==> config.mk <==
export PLATFORM = sky130hd
export DESIGN_NAME = alu_mc
export DESIGN_NICKNAME = d
export VERILOG_FILES = /design/src/rtl/alu_pkg.sv /design/src/rtl/alu_mul_iter.sv /design/src/rtl/alu_mc.sv
export SDC_FILE = /design/constraint.sdc
export NUM_CORES = 1
export LEC_CHECK = 0
export ABC_AREA = 1
export CORE_MARGIN = 1.5
export CORE_UTILIZATION = 50
export CTS_CLUSTER_DIAMETER = 60
export DETAILED_ROUTE_END_ITERATION = 7
export DONT_BUFFER_PORTS = 1
export GPL_TIMING_DRIVEN = 0
export PLACE_DENSITY = 0.73
export SYNTH_ARGS = -nofsm -noshare
export SYNTH_HDL_FRONTEND = slang
export SYNTH_SLANG_ARGS = --single-unit
==> constraint.sdc <==
create_clock -name clk -period 6.7 [get_ports clk]
set_input_delay 2.01 -clock clk [delete_from_list [all_inputs] [get_ports clk]]
set_output_delay 2.01 -clock clk [all_outputs]
set_load 0.005 [all_outputs]
==> src/rtl/alu_pkg.sv <==
// Shared opcode map, FSM encoding and opcode classification for the multi-cycle ALU.
package alu_pkg;

    localparam logic [4:0] OP_ADD  = 5'h00;
    localparam logic [4:0] OP_INVF = 5'h01;
    localparam logic [4:0] OP_ADDF = 5'h02;
    localparam logic [4:0] OP_MULF = 5'h03;
    localparam logic [4:0] OP_AND  = 5'h04;
    localparam logic [4:0] OP_OR   = 5'h05;
    localparam logic [4:0] OP_XOR  = 5'h06;
    localparam logic [4:0] OP_ANY  = 5'h07;
    localparam logic [4:0] OP_DUP  = 5'h08;
    localparam logic [4:0] OP_SHR  = 5'h09;
    localparam logic [4:0] OP_F2I  = 5'h0A;
    localparam logic [4:0] OP_I2F  = 5'h0B;
    localparam logic [4:0] OP_MUL  = 5'h10;

    typedef enum logic {
        ST_IDLE = 1'b0,
        ST_MUL  = 1'b1
    } alu_state_e;

    // Float opcodes and any unassigned code are treated alike: flagged, not computed.
    function automatic logic is_reserved(input logic [4:0] op);
        case (op)
            OP_ADD, OP_AND, OP_OR, OP_XOR, OP_ANY,
            OP_DUP, OP_SHR, OP_MUL: is_reserved = 1'b0;
            default:                is_reserved = 1'b1;
        endcase
    endfunction

endpackage

==> src/rtl/alu_mul_iter.sv <==
// Iterative shift-add multiplier: fixed WIDTH iterations after start, low WIDTH product bits.
module alu_mul_iter #(
    parameter int WIDTH = 16,
    localparam int CW = $clog2(WIDTH + 1)
) (
    input  logic             clk,
    input  logic             reset,
    input  logic             start,
    input  logic [WIDTH-1:0] a,
    input  logic [WIDTH-1:0] b,
    output logic             done,
    output logic [WIDTH-1:0] p
);

    logic             active_q, active_d;
    logic [WIDTH-1:0] acc_q, acc_d;
    logic [WIDTH-1:0] mcand_q, mcand_d;
    logic [WIDTH-1:0] mplier_q, mplier_d;
    logic [CW-1:0]    cnt_q, cnt_d;

    always_ff @(posedge clk or posedge reset) begin
        if (reset) begin
            active_q <= 1'b0;
            acc_q    <= '0;
            mcand_q  <= '0;
            mplier_q <= '0;
            cnt_q    <= '0;
        end else begin
            active_q <= active_d;
            acc_q    <= acc_d;
            mcand_q  <= mcand_d;
            mplier_q <= mplier_d;
            cnt_q    <= cnt_d;
        end
    end

    always_comb begin
        active_d = active_q;
        acc_d    = acc_q;
        mcand_d  = mcand_q;
        mplier_d = mplier_q;
        cnt_d    = cnt_q;
        done     = 1'b0;
        if (start) begin
            active_d = 1'b1;
            acc_d    = '0;
            mcand_d  = a;
            mplier_d = b;
            cnt_d    = '0;
        end else if (active_q) begin
            if (mplier_q[0]) begin
                acc_d = acc_q + mcand_q;
            end
            mcand_d  = mcand_q << 1;
            mplier_d = mplier_q >> 1;
            cnt_d    = cnt_q + CW'(1);
            // done is asserted during the cycle whose edge performs the last iteration
            if (cnt_q == CW'(WIDTH - 1)) begin
                active_d = 1'b0;
                done     = 1'b1;
            end
        end
    end

    // Only meaningful while done is high: the accumulator value the final edge will store.
    assign p = acc_d;

endmodule

==> src/rtl/alu_mc.sv <==
// Multi-cycle integer ALU: handshaked operands, registered result, iterative multiply.
module alu_mc
    import alu_pkg::*;
#(
    parameter int WIDTH = 16
) (
    input  logic             clk,
    input  logic             reset,
    input  logic             in_valid,
    output logic             in_ready,
    input  logic [4:0]       op,
    input  logic [WIDTH-1:0] in1,
    input  logic [WIDTH-1:0] in2,
    output logic             out_valid,
    input  logic             out_ready,
    output logic [WIDTH-1:0] result,
    output logic             carry,
    output logic             illegal,
    output alu_state_e       dbg_state
);

    // Handshake: a transfer happens on a rising edge where valid && ready; valid never
    // waits on ready, and the result register is held unchanged while out_valid && !out_ready.

    alu_state_e       state_q, state_d;
    logic             out_valid_q, out_valid_d;
    logic [WIDTH-1:0] result_q, result_d;
    logic             carry_q, carry_d;
    logic             illegal_q, illegal_d;

    logic             accept;
    logic             drain;
    logic             mul_start;
    logic             mul_done;
    logic [WIDTH-1:0] mul_p;

    logic [WIDTH-1:0] sc_result;
    logic             sc_carry;
    logic             sc_illegal;

    assign in_ready  = (state_q == ST_IDLE) && (!out_valid_q || out_ready);
    assign accept    = in_valid && in_ready;
    assign drain     = out_valid_q && out_ready;
    assign mul_start = accept && (op == OP_MUL);

    alu_mul_iter #(.WIDTH(WIDTH)) u_mul (
        .clk   (clk),
        .reset (reset),
        .start (mul_start),
        .a     (in1),
        .b     (in2),
        .done  (mul_done),
        .p     (mul_p)
    );

    always_comb begin
        sc_result  = in1;
        sc_carry   = 1'b0;
        sc_illegal = is_reserved(op);
        case (op)
            OP_ADD: {sc_carry, sc_result} = {1'b0, in1} + {1'b0, in2};
            OP_AND: sc_result = in1 & in2;
            OP_OR:  sc_result = in1 | in2;
            OP_XOR: sc_result = in1 ^ in2;
            OP_ANY: sc_result = {{(WIDTH-1){1'b0}}, |in1};
            OP_DUP: sc_result = in1;
            OP_SHR: sc_result = in1 >> 1;
            default: sc_result = in1;
        endcase
    end

    always_ff @(posedge clk or posedge reset) begin
        if (reset) begin
            state_q     <= ST_IDLE;
            out_valid_q <= 1'b0;
            result_q    <= '0;
            carry_q     <= 1'b0;
            illegal_q   <= 1'b0;
        end else begin
            state_q     <= state_d;
            out_valid_q <= out_valid_d;
            result_q    <= result_d;
            carry_q     <= carry_d;
            illegal_q   <= illegal_d;
        end
    end

    always_comb begin
        state_d     = state_q;
        out_valid_d = out_valid_q;
        result_d    = result_q;
        carry_d     = carry_q;
        illegal_d   = illegal_q;
        if (drain) begin
            out_valid_d = 1'b0;
        end
        case (state_q)
            ST_IDLE: begin
                if (mul_start) begin
                    state_d = ST_MUL;
                end else if (accept) begin
                    out_valid_d = 1'b1;
                    result_d    = sc_result;
                    carry_d     = sc_carry;
                    illegal_d   = sc_illegal;
                end
            end
            ST_MUL: begin
                // The register was freed at acceptance, so completion never overwrites a result.
                if (mul_done) begin
                    state_d     = ST_IDLE;
                    out_valid_d = 1'b1;
                    result_d    = mul_p;
                    carry_d     = 1'b0;
                    illegal_d   = 1'b0;
                end
            end
            default: state_d = ST_IDLE;
        endcase
    end

    assign out_valid = out_valid_q;
    assign result    = result_q;
    assign carry     = carry_q;
    assign illegal   = illegal_q;
    assign dbg_state = state_q;

endmodule

Word level (Yosys, flattened, before mapping). Memory sizes are Yosys's and may differ from the RTL's. Cells that the tools add are included.

Bits in registers: 74. Bits in read-only memories: 32. Input bits: 41. Logic and storage cells: 74. Memories kept: 1.

Memories: (no name shown) (depth 32, width 1, rd ports 1, clocked after memory_dff 0, write ports 0, line alu_pkg.sv:25) `case (op)`.

Add/subtract/negate cells: 3. Equal/unequal tests: 10. Muxes and demuxes: 36. Bitwise logic cells: 4. Reduce and logical (&&, ||, !) cells: 10.

Operators by type and width (count): 16-bit two-way mux (10); 16-bit case mux with 6 select lines (1); 16-bit case mux with 2 select lines (1); 5-bit by 3-bit equality test with 1-bit output (second input constant) (4); 1-bit two-way mux (18); 16-bit by 16-bit adder with 17-bit output (1); 16-bit adder (1); 16-bit AND (1); 16-bit bitwise OR (1); 16-bit OR reduction (1); 16-bit bitwise XOR (1); 5-bit by 4-bit equality test with 1-bit output (second input constant) (2); 5-bit two-way mux (2); 1-bit case mux with 2 select lines (4); 5-bit by 1-bit adder with 5-bit output (second input constant) (1); 5-bit equality test (second input constant) (1); 5-bit zero test (1); 1-bit logical AND (4); 2-bit inequality test (second input constant) (2); 3-bit AND reduction (1); 2-bit by 1-bit inequality test with 1-bit output (second input constant) (1); 2-bit nonzero test (1); 1-bit zero test (1); 1-bit logical OR (1); 1-bit NOT (1).

Depth between registers and ports, before layout. Gate-level depths: netlist of run 1.

Depth in word-level cells: 8. Mapped depth: 15.

Modules after synthesis. A second synthesis of run 1 with hierarchy kept.

Cell total of the unflattened synthesis: 940. Area total of the unflattened synthesis: 6242.2 sq um.

By module, submodules not included: alu_mul_iter (instances 1, cells each 427, area each 3256.9 sq um, sequential area each 1351.3 sq um); alu_mc (instances 1, cells each 513, area each 2985.4 sq um, sequential area each 500.5 sq um).

Least setup slack after synthesis of run 1. OpenSTA, ideal clock, no wires.

Path kind: input to output. Start: input out_ready. End: output in_ready. Arrival time: 2.275 ns. Data required time: 4.690 ns. Slack: 2.415 ns. Stages on the path: 2. Buffers on the path: 0. Cells stage by stage: nor2_1 > nor2_1.

Word-level cells in the longest chain between the ends: 2.

Ends and longest elaborated chain: start, declared (line alu_mc.sv:15) `input logic out_ready,`; 1-bit logical OR (line alu_mc.sv:41) `assign in_ready = (state_q == ST_IDLE) && (!out_valid_q || out_ready);`; 1-bit logical AND (line alu_mc.sv:41); end, declared (line alu_mc.sv:10) `output logic in_ready,`.

No other way between the ends.

Final worst setup path of run 1. Ends and elaborated chain as after synthesis.

==> flow_metrics.env, run 1 <==
export IMPL_port_buffers=0
export IMPL_required_ps=4690
export IMPL_vias=6214
export IMPL_max_cap_violations=0
export IMPL_clock_skew_ps=6.222
export IMPL_grt_pass1_vias=5586
export IMPL_htreeDepth=3
export IMPL_clk_latency_ps=340
export IMPL_root_buffer="clkbuf_16"
export IMPL_rrSetupSlack_ps=4450
export IMPL_avgViaCountPerCell=5.543
export IMPL_synth_edf_count=0
export IMPL_ir_drop_uv=145.0
export IMPL_crit_path_end_kind="output pin"
export IMPL_critical_path_top_delay_family="simple AND/OR/NAND/NOR gates"
export IMPL_grt_pass1_wl_mm=29.42
export IMPL_die_height_um=115.8
export IMPL_drive_gt1_frac=0.08746
export IMPL_syn_area_um2=6365
export IMPL_cpPeakStageDelay_ps=360
export IMPL_synth_fp_nets=1024
export IMPL_ioPinCount=62
export IMPL_hp_class="flop to flop"
export IMPL_multi_input_area_um2=3794
export IMPL_path_cells="nor2_1 -> nor2_1"
export IMPL_start_util=0.5085
export IMPL_diodes=0
export IMPL_drt_wl_total_mm=18.80
export IMPL_ys_warn_count=0
export IMPL_max_slew_worst_pin_slew_ps=849.1
export IMPL_cellPowerDensity_nw_per_um2=365.6
export IMPL_dp_slack_ps=2285
export IMPL_cts_resized_gates=0
export IMPL_ys_async_sr_fraction=1.000
export IMPL_fillCellCount=1218
export IMPL_synth_seq_cells=74
export IMPL_crit_path_top_delay_cell="nor2_1"
export IMPL_timing_final_ws_setup_ps=2284
export IMPL_power_mw=2.539
export IMPL_fmax_mhz=226.4
export IMPL_drc=0
export IMPL_worst_path_max_fanout=3
export IMPL_slew_viol_final=0
export IMPL_synth_avg_cell_area_um2=6.829
export IMPL_hold_viol=0
export IMPL_clk_pin_slew_ps=60
export IMPL_coreArea_um2=12520
export IMPL_die_w_um=115.8
export IMPL_wl_per_cell_um=16.77
export IMPL_synth_cell_types=48
export IMPL_rsz0062_at_grt="false"
export IMPL_worst_path_most_repeated_cell="nor2_1"
export IMPL_synthFlopType="dfrtp_1"
export IMPL_hp_start="result[6]"
export IMPL_outcome="finished, final reports clean"
export IMPL_power_leakage_nw=3.709
export IMPL_drtPass1Iterations=5
export IMPL_period_needed_ps=4416
export IMPL_setup_viol=0
export IMPL_post_cts_buffers=0
export IMPL_numCtsBuffers=9
export IMPL_worst_r2r_endpoint="result[12]"
export IMPL_worstPathArrival_ps=2410
export IMPL_fin_nets=1036
export IMPL_dieArea_um2=13420
export IMPL_postCtsHoldBufs=0
export IMPL_grt_overflow=0
export IMPL_grt_total_usage=0.2884
export IMPL_relSlewSlack=0.4292
export IMPL_finalCritPeriodShare=0.6591
export IMPL_hold_depth=2
export IMPL_num_rows=41
export IMPL_areaGrowthSynthToFinish_pct=9.121
export IMPL_seq_area_um2=1852
export IMPL_grt_max_degree=54
export IMPL_ys_seq_area_frac=0.2909
export IMPL_r2r_start="u_mul.mcand_q[0]"
export IMPL_clockBufferDepth=2
export IMPL_tritoncts="done"
export IMPL_fin_cells=1121
export IMPL_start_kind="input port"
export IMPL_ff2ff_path_depth=13
export IMPL_hpwl_mm=14.91
export IMPL_antenna_found_initial=0
export IMPL_final_cell_mix="283 x nand2_1, 123 x inv_1, 100 x nand3_1, 82 x nor2_1, 74 x dfrtp_1"
export IMPL_holdWs_ps=512.4
export IMPL_fin_setup_tns_ps=0
export IMPL_drtIter0Drc=589
export IMPL_dpl_cell_count=1105
export IMPL_synthCells=932
export IMPL_final_common_cell="nand2_1"
export IMPL_hold_path_endpoint="result[6]"
export IMPL_routabilityCongestion=1.009
export IMPL_worstSetupPathType="input port to output pin"
export IMPL_worstPathBufferInverterCount=0
export IMPL_cts_sinks=74
export IMPL_ant_nets=0
[stage by stage]
stage / util / cell area, µm²
finish: 0.5549 / 6945
CTS: 0.5549 / 6945
floorplan: - / 6365
global placement: 0.5257 / 6580
global route: 0.5549 / 6945
detailed placement: 0.5281 / 6610
[synthesized netlist by cell type, types with 3 or more instances]
library cell | n | area share
nand3_1 | 100 | 0.079
clkbuf_1 | 10 | 0.0059
o21bai_1 | 5 | 0.0059
dfrtp_1 | 74 | 0.29
buf_2 | 5 | 0.0039
xor2_1 | 5 | 0.0069
inv_1 | 124 | 0.073
nor2_1 | 82 | 0.048
buf_6 | 11 | 0.019
ha_1 | 49 | 0.096
o21ai_0 | 27 | 0.021
a21oi_1 | 32 | 0.025
nand4_1 | 8 | 0.0079
o22ai_1 | 9 | 0.0088
inv_2 | 5 | 0.0029
nand3_2 | 7 | 0.011
and2_1 | 3 | 0.0029
xnor2_1 | 8 | 0.011
a31oi_1 | 13 | 0.013
nand2_1 | 283 | 0.17
nand2_2 | 4 | 0.0039
nor3_1 | 8 | 0.0063
buf_4 | 4 | 0.0047
o211ai_2 | 17 | 0.033
o21ai_1 | 5 | 0.0039
o211ai_1 | 5 | 0.0059
[state kept, by name (all words and copies together) (netlist names), 5 cells and up]
signal          flops
result             16
u_mul.acc_q        16
u_mul.cnt_q         5
u_mul.mcand_q      16
u_mul.mplier_q     16
[worst min-delay path, cell delays in order (launching register included)]
cell	delay (ps)
dfrtp_1	370
nand2_1	60
nand2_1	50
[per-layer routing]
layer  wire [µm]  up-vias  global-route usage
met1        8354     2856              0.4074
li1            -     3042                   -
met2        8094      281              0.4337
met5           0        -                   0
met3        1703       35             0.05701
met4         642        0              0.1146
[area by class of cell]
class | count | area share
Multi-Input combinational cell | 695 | 0.5462
Sequential cell | 74 | 0.2666
Inverter | 132 | 0.07224
Clock buffer | 11 | 0.03639
Buffer | 31 | 0.03171
Tap cell | 172 | 0.03099
Clock inverter | 5 | 0.01189
Timing Repair Buffer | 1 | 0.003963
[worst max path at each step]
| stage | start | to | depth (start not counted) |
|---|---|---|---|
| floorplan | out_ready | in_ready | 2 |
| global placement | reset | result[1] | 1 |
| detailed placement | out_ready | in_ready | 2 |
| CTS | out_ready | in_ready | 2 |
| global route | out_ready | in_ready | 2 |
| finish | out_ready | in_ready | 2 |
[power breakdown]
part	total (mW)	switching [mW]	internal, mW
Combinational	1.21	0.775	0.438
Sequential	0.785	0.149	0.635
Clock	0.542	0.194	0.348
[cell families (layout without fill, tap and decap cells)]
group | after synthesis | in the layout | synth area share
AOI/OAI and AO/OA | 124 | 124 | 0.1317
xor gates and xnor gates | 13 | 13 | 0.01789
adders and majority gates | 51 | 51 | 0.1026
buffers and inverters | 163 | 180 | 0.1130
DFF | 74 | 74 | 0.2909
and+or+nand+nor | 507 | 507 | 0.3438
Note: power is estimated with default switching activity, not from simulation.
==> run 2, diff against run 1 <==
--- a/config.mk
+++ b/config.mk
@@ -12,7 +12,7 @@
 export DETAILED_ROUTE_END_ITERATION = 7
 export DONT_BUFFER_PORTS = 1
 export GPL_TIMING_DRIVEN = 0
-export PLACE_DENSITY = 0.73
+export PLACE_DENSITY = 0.76
 export SYNTH_ARGS = -nofsm -noshare
 export SYNTH_HDL_FRONTEND = slang
 export SYNTH_SLANG_ARGS = --single-unit
==> constraint.sdc (replaced) <==
create_clock -name clk -period 4 [get_ports clk]
set_input_delay 1.2 -clock clk [delete_from_list [all_inputs] [get_ports clk]]
set_output_delay 1.2 -clock clk [all_outputs]
set_load 0.005 [all_outputs]
==> flow_metrics.env, run 2 (same netlist as run 1, synthesis figures left out) <==
export IMPL_drive_gt1_frac=0.08650
export IMPL_antenna_found_initial=0
export IMPL_gr_usage_met1=0.3994
export IMPL_cpPeakStageDelay_ps=370
export IMPL_die_w_um=115.8
export IMPL_num_rows=41
export IMPL_clk_latency_ps=340
export IMPL_diodes=0
export IMPL_final_common_cell="nand2_1"
export IMPL_drtPass1Iterations=5
export IMPL_worstPathBufferInverterCount=0
export IMPL_crit_path_top_delay_cell="nor2_1"
export IMPL_power_leakage_nw=3.680
export IMPL_path_cells="nor2_1 -> nor2_1"
export IMPL_die_height_um=115.8
export IMPL_ioPinCount=62
export IMPL_worstSetupPathType="input port to output pin"
export IMPL_hpwl_mm=15.30
export IMPL_period_needed_ps=2807
export IMPL_rsz0062_at_grt="false"
export IMPL_cts_sinks=74
export IMPL_fin_nets=1036
export IMPL_grt_total_usage=0.2924
export IMPL_coreArea_um2=12520
export IMPL_vias=6272
export IMPL_ant_nets=0
export IMPL_gr_usage_met2=0.4529
export IMPL_required_ps=2800
export IMPL_fmax_mhz=356.2
export IMPL_worstPathArrival_ps=1610
export IMPL_critical_path_top_delay_family="simple AND/OR/NAND/NOR gates"
export IMPL_cellPowerDensity_nw_per_um2=597.1
export IMPL_htreeDepth=3
export IMPL_hp_class="flop to flop"
export IMPL_start_kind="input port"
export IMPL_fin_setup_tns_ps=0
export IMPL_top_usage_layer="met2"
export IMPL_grt_pass1_vias=5787
export IMPL_worst_path_most_repeated_cell="nor2_1"
export IMPL_clock_skew_ps=5.442
export IMPL_hold_viol=0
export IMPL_finalCritPeriodShare=0.7019
export IMPL_clockBufferDepth=2
export IMPL_cts_resized_gates=0
export IMPL_ir_drop_uv=260.4
export IMPL_drc=0
export IMPL_startpoint="out_ready"
export IMPL_max_slew_worst_pin_slew_ps=801.1
export IMPL_grt_pass1_wl_mm=29.96
export IMPL_grt_overflow=0
export IMPL_root_buffer="clkbuf_16"
export IMPL_port_buffers=0
export IMPL_crit_path_end_kind="output pin"
export IMPL_power_mw=4.113
export IMPL_outcome="finished, final reports clean"
export IMPL_start_util=0.5085
export IMPL_wl_per_cell_um=17.15
export IMPL_dieArea_um2=13420
export IMPL_grt_max_degree=51
export IMPL_hp_start="result[5]"
export IMPL_postCtsHoldBufs=0
export IMPL_max_cap_violations=0
export IMPL_areaGrowthSynthToFinish_pct=8.237
export IMPL_final_cell_mix="283 x nand2_1, 123 x inv_1, 100 x nand3_1, 82 x nor2_1, 74 x dfrtp_1"
export IMPL_drt_wl_total_mm=19.21
export IMPL_avgViaCountPerCell=5.600
export IMPL_met3_usage=0.05701
export IMPL_numCtsBuffers=9
export IMPL_slew_viol_final=0
export IMPL_drtIter0Drc=673
export IMPL_setup_viol=0
export IMPL_relSlewSlack=0.4615
export IMPL_r2r_start="u_mul.mcand_q[0]"
export IMPL_clk_pin_slew_ps=50
export IMPL_worst_path_max_fanout=3
export IMPL_tritoncts="done"
export IMPL_post_cts_buffers=0
export IMPL_routabilityCongestion=0.9487
-- run 2: cell types whose count changed in the layout (fill, tap and decap cells not counted) --
cell,before,now
bufinv_16,2,0
clkinv_2,2,3
clkinvlp_4,0,1
inv_6,2,1
-- run 2: stage by stage --
step / instance area, µm² / worst slack, ps / utilization / std cells / hold WS (ps)
floorplan: 6365 / 918.4 / - / 932 / 472.4
global placement: 6580 / 62.78 / 0.5257 / 1104 / 488.0
detailed placement: 6610 / 923.3 / 0.5281 / 1105 / 497.5
CTS: 6889 / 1206 / 0.5504 / 1120 / 512.3
global route: 6889 / 1092 / 0.5504 / 1120 / 533.4
finish: 6889 / 1193 / 0.5504 / 1120 / 512.8
-- run 2: cell type report --
type | count | area, µm²
inverters | 132 | 501.7
flip-flops and latches | 74 | 1852
clock buffers | 11 | 252.7
plain buffers | 31 | 220.2
repair buffers | 1 | 27.53
fillers | 1264 | 5628
well taps | 172 | 215.2
multi-input cells | 695 | 3794
clock inverters | 4 | 26.28
-- run 2: path summary, 6_finish.rpt --
kind,to,cells past startpoint,slack (ps)
worst min-delay path,result[5],2,510
min in group asynchronous,u_mul.acc_q[13],1,710
worst max-delay path,in_ready,2,1190
worst max register to register,result[12],13,1710
worst min register to register,result[5],2,510
max in group asynchronous,u_mul.mplier_q[13],2,2750
-- run 2: per-layer routing --
| metal | vias up | wire length, µm |
|---|---|---|
| met4 | 0 | 764 |
| met3 | 52 | 1642 |
| met1 | 2894 | 8497 |
| met2 | 286 | 8306 |
| met5 | - | 0 |
| li1 | 3040 | - |
-- run 2: power by group --
group	total, mW	switching [mW]	internal [mW]
clock	0.758	0.308	0.450
sequential	1.31	0.249	1.06
combinational	2.04	1.31	0.733
total	4.11	1.87	2.25
-- run 2: worst register-to-register path, stage by stage, from the launching register on --
cell and delay, ps:
dfrtp_1 390, ha_1 200, inv_1 70, fa_1 410, inv_1 100, nand3_1 70
nand3_1 160, nand4_1 180, nand4_1 120, nand3_1 80, nand2_1 130, nand2_1 70
nand3_1 140, nand2_1 60
==> run 3, diff against run 2 <==
--- a/config.mk
+++ b/config.mk
@@ -5,14 +5,14 @@
 export SDC_FILE = /design/constraint.sdc
 export NUM_CORES = 1
 export LEC_CHECK = 0
-export ABC_AREA = 1
+export ABC_AREA = 0
 export CORE_MARGIN = 1.5
 export CORE_UTILIZATION = 50
 export CTS_CLUSTER_DIAMETER = 60
 export DETAILED_ROUTE_END_ITERATION = 7
 export DONT_BUFFER_PORTS = 1
 export GPL_TIMING_DRIVEN = 0
-export PLACE_DENSITY = 0.76
+export PLACE_DENSITY = 0.73
 export SYNTH_ARGS = -nofsm -noshare
 export SYNTH_HDL_FRONTEND = slang
 export SYNTH_SLANG_ARGS = --single-unit
==> constraint.sdc (replaced) <==
create_clock -name clk -period 2.9 [get_ports clk]
set_input_delay 0.87 -clock clk [delete_from_list [all_inputs] [get_ports clk]]
set_output_delay 0.87 -clock clk [all_outputs]
set_load 0.005 [all_outputs]
==> flow_metrics.env, run 3 <==
export IMPL_outcome="finished, final reports clean"
export IMPL_finalCritPeriodShare=0.9966
export IMPL_fillCellCount=1061
export IMPL_ys_warn_count=0
export IMPL_tritoncts="done"
export IMPL_die_w_um=111.0
export IMPL_dieArea_um2=12320
export IMPL_max_cap_violations=0
export IMPL_cts_sinks=74
export IMPL_fin_cells=870
export IMPL_grt_total_usage=0.3181
export IMPL_die_height_um=111.0
export IMPL_drtIter0Drc=521
export IMPL_dpl_cell_area_um2=6045
export IMPL_seq_area_um2=1852
export IMPL_ir_drop_uv=702.3
export IMPL_clk_latency_ps=340
export IMPL_start_util=0.5106
export IMPL_numCtsBuffers=9
export IMPL_holdWs_ps=252.6
export IMPL_rsz0062_at_grt="true"
export IMPL_yosysTopAreaCell="dfrtp_1"
export IMPL_ys_seq_area_frac=0.3176
export IMPL_htreeDepth=3
export IMPL_setup_viol=0
export IMPL_synth_avg_cell_area_um2=8.294
export IMPL_start_kind="flop"
export IMPL_drive_gt1_frac=0.07153
export IMPL_crit_path_end_kind="flop"
export IMPL_period_needed_ps=2890
export IMPL_hp_class="input port to async pin"
export IMPL_highest_layer="met4"
export IMPL_synth_fp_nets=795
export IMPL_grt_max_degree=74
export IMPL_synth_cell_types=65
export IMPL_fin_nets=814
export IMPL_synthDominantCellAreaShare=0.3176
export IMPL_synth_edf_count=0
export IMPL_antenna_found_initial=0
export IMPL_worstSetupPathType="flop to flop"
export IMPL_ioPinCount=62
export IMPL_ys_async_sr_fraction=1.000
export IMPL_synth_common_cells="85 x nand2_1, 74 x dfrtp_1, 63 x o21ai_0, 57 x nor2_1, 49 x ha_1"
export IMPL_cellPowerDensity_nw_per_um2=930.4
export IMPL_required_ps=3170
export IMPL_multi_input_area_um2=3715
export IMPL_synth_most_common_cell="nand2_1"
export IMPL_drt_wl_total_mm=19.28
export IMPL_wl_met3_mm=1.928
export IMPL_grt_pass1_vias=5474
export IMPL_port_buffers=0
export IMPL_coreArea_um2=11420
export IMPL_drtPass1Iterations=7
export IMPL_vias=5616
export IMPL_wl_met1_mm=8.326
export IMPL_ant_nets=0
export IMPL_routabilityCongestion=0.9831
export IMPL_worstPathArrival_ps=3160
export IMPL_clock_skew_ps=8.688
export IMPL_clk_pin_slew_ps=60
export IMPL_power_leakage_nw=2.764
export IMPL_worst_path_max_fanout=3
export IMPL_max_slew_worst_pin_slew_ps=968.9
export IMPL_synth_area_leaders="dfrtp_1 32%, ha_1 11%, mux2i_1 6.9%"
export IMPL_fmax_mhz=346.0
export IMPL_root_buffer="clkbuf_16"
export IMPL_slew_viol_final=0
export IMPL_avgViaCountPerCell=6.455
export IMPL_synthCells=703
export IMPL_relSlewSlack=0.3505
export IMPL_num_rows=39
export IMPL_synthFlopType="dfrtp_1"
export IMPL_drc=0
export IMPL_wl_met2_mm=8.470
export IMPL_grt_pass1_wl_mm=30.40
export IMPL_wl_per_cell_um=22.16
export IMPL_final_cell_mix="84 x nand2_1, 74 x dfrtp_1, 62 x o21ai_0, 56 x nor2_1, 48 x ha_1"
export IMPL_final_common_cell="nand2_1"
export IMPL_synth_seq_cells=74
export IMPL_hold_viol=0
export IMPL_syn_area_um2=5831
export IMPL_postCtsHoldBufs=0
export IMPL_final_area_um2=6469
export IMPL_clockBufferDepth=2
export IMPL_diodes=0
export IMPL_areaGrowthSynthToFinish_pct=10.94
export IMPL_grt_overflow=0
export IMPL_dpl_cell_count=847
export IMPL_hpwl_mm=14.52
==> run 3: cell count changes in the layout (fill, tap and decap cells not counted), moves of 8 or more <==
| cell | before | now |
|---|---|---|
| mux2i_1 | 0 | 39 |
| nor2_1 | 82 | 56 |
| a21oi_1 | 32 | 44 |
| inv_1 | 123 | 46 |
| nand3_1 | 100 | 10 |
| nand2_1 | 283 | 84 |
| o211ai_2 | 17 | 1 |
| buf_6 | 11 | 0 |
| clkbuf_1 | 10 | 29 |
| a21o_1 | 1 | 9 |
| a211oi_1 | 0 | 11 |
| o21ai_0 | 27 | 62 |
==> run 3: logic make-up after synthesis <==
group / count (synthesis) / share of synthesized area
buf+inv: 87 / 0.05622
flops: 74 / 0.3176
mux: 40 / 0.06867
simple gates: 197 / 0.1485
xor+xnor: 26 / 0.03906
compound gates: 228 / 0.2579
fa+ha+maj: 51 / 0.1120
==> run 3: final cells by class <==
class,instances,share of cell area
multi-input cells,542,0.5743
flip-flops and latches,74,0.2863
clock buffers,11,0.03752
inverters,48,0.02824
well taps,143,0.02766
plain buffers,38,0.02321
repair buffers,9,0.01354
clock inverters,5,0.009284
==> run 3: path summary, 6_finish.rpt <==
kind | from | to | slack [ps] | cells after the start
max | u_mul.mcand_q[0] | result[14] | 10 | 10
max in group asynchronous | reset | illegal | 2110 | 2
min in group clk | result[5] | result[5] | 500 | 2
max reg2reg | u_mul.mcand_q[0] | result[14] | 10 | 10
min | reset | u_mul.acc_q[12] | 250 | 1
min reg2reg | result[5] | result[5] | 500 | 2
==> run 3: critical path: stages, from the launching register on <==
cell and delay (ps):
dfrtp_1 400, ha_4 150, inv_2 30, fa_2 320, and2b_2 250, o211ai_2 110
a311o_1 420, o41a_1 420, or3_1 360, a31o_1 260, o22ai_2 100
==> run 3: through the flow <==
step / TNS [ps] / util / setup slack [ps] / total power [mW]
2_1_floorplan: 0 / - / 91.81 / 3.948
6_report: 0 / 0.5665 / 9.885 / 6.019
3_3_place_gp: -65570 / 0.5263 / -649.7 / 4.612
4_1_cts: 0 / 0.5588 / 20.03 / 5.933
3_5_place_dp: -17220 / 0.5294 / -532.9 / 4.738
5_1_grt: -131.1 / 0.5665 / -64.93 / 6.431
==> run 3: where the power goes <==
part	total (mW)	switching [mW]	internal, mW
Clock	1.16	0.462	0.695
Sequential	1.88	0.374	1.50
Combinational	2.98	1.80	1.19
==> run 3: what timing repair did <==
| action | CTS | global route |
|---|---|---|
| buffers inserted | 2 | 6 |
| setup endpoints to repair | 21 | 27 |
| cloned | 0 | 0 |
| resized for setup | 7 | 19 |
| pin swaps | 3 | 7 |
==> run 3: layer usage <==
layer | global-route usage | up-vias
met5 | 0 | -
met4 | 0.1060 | 0
met3 | 0.09732 | 47
met2 | 0.4765 | 288
met1 | 0.4379 | 2708
li1 | - | 2573
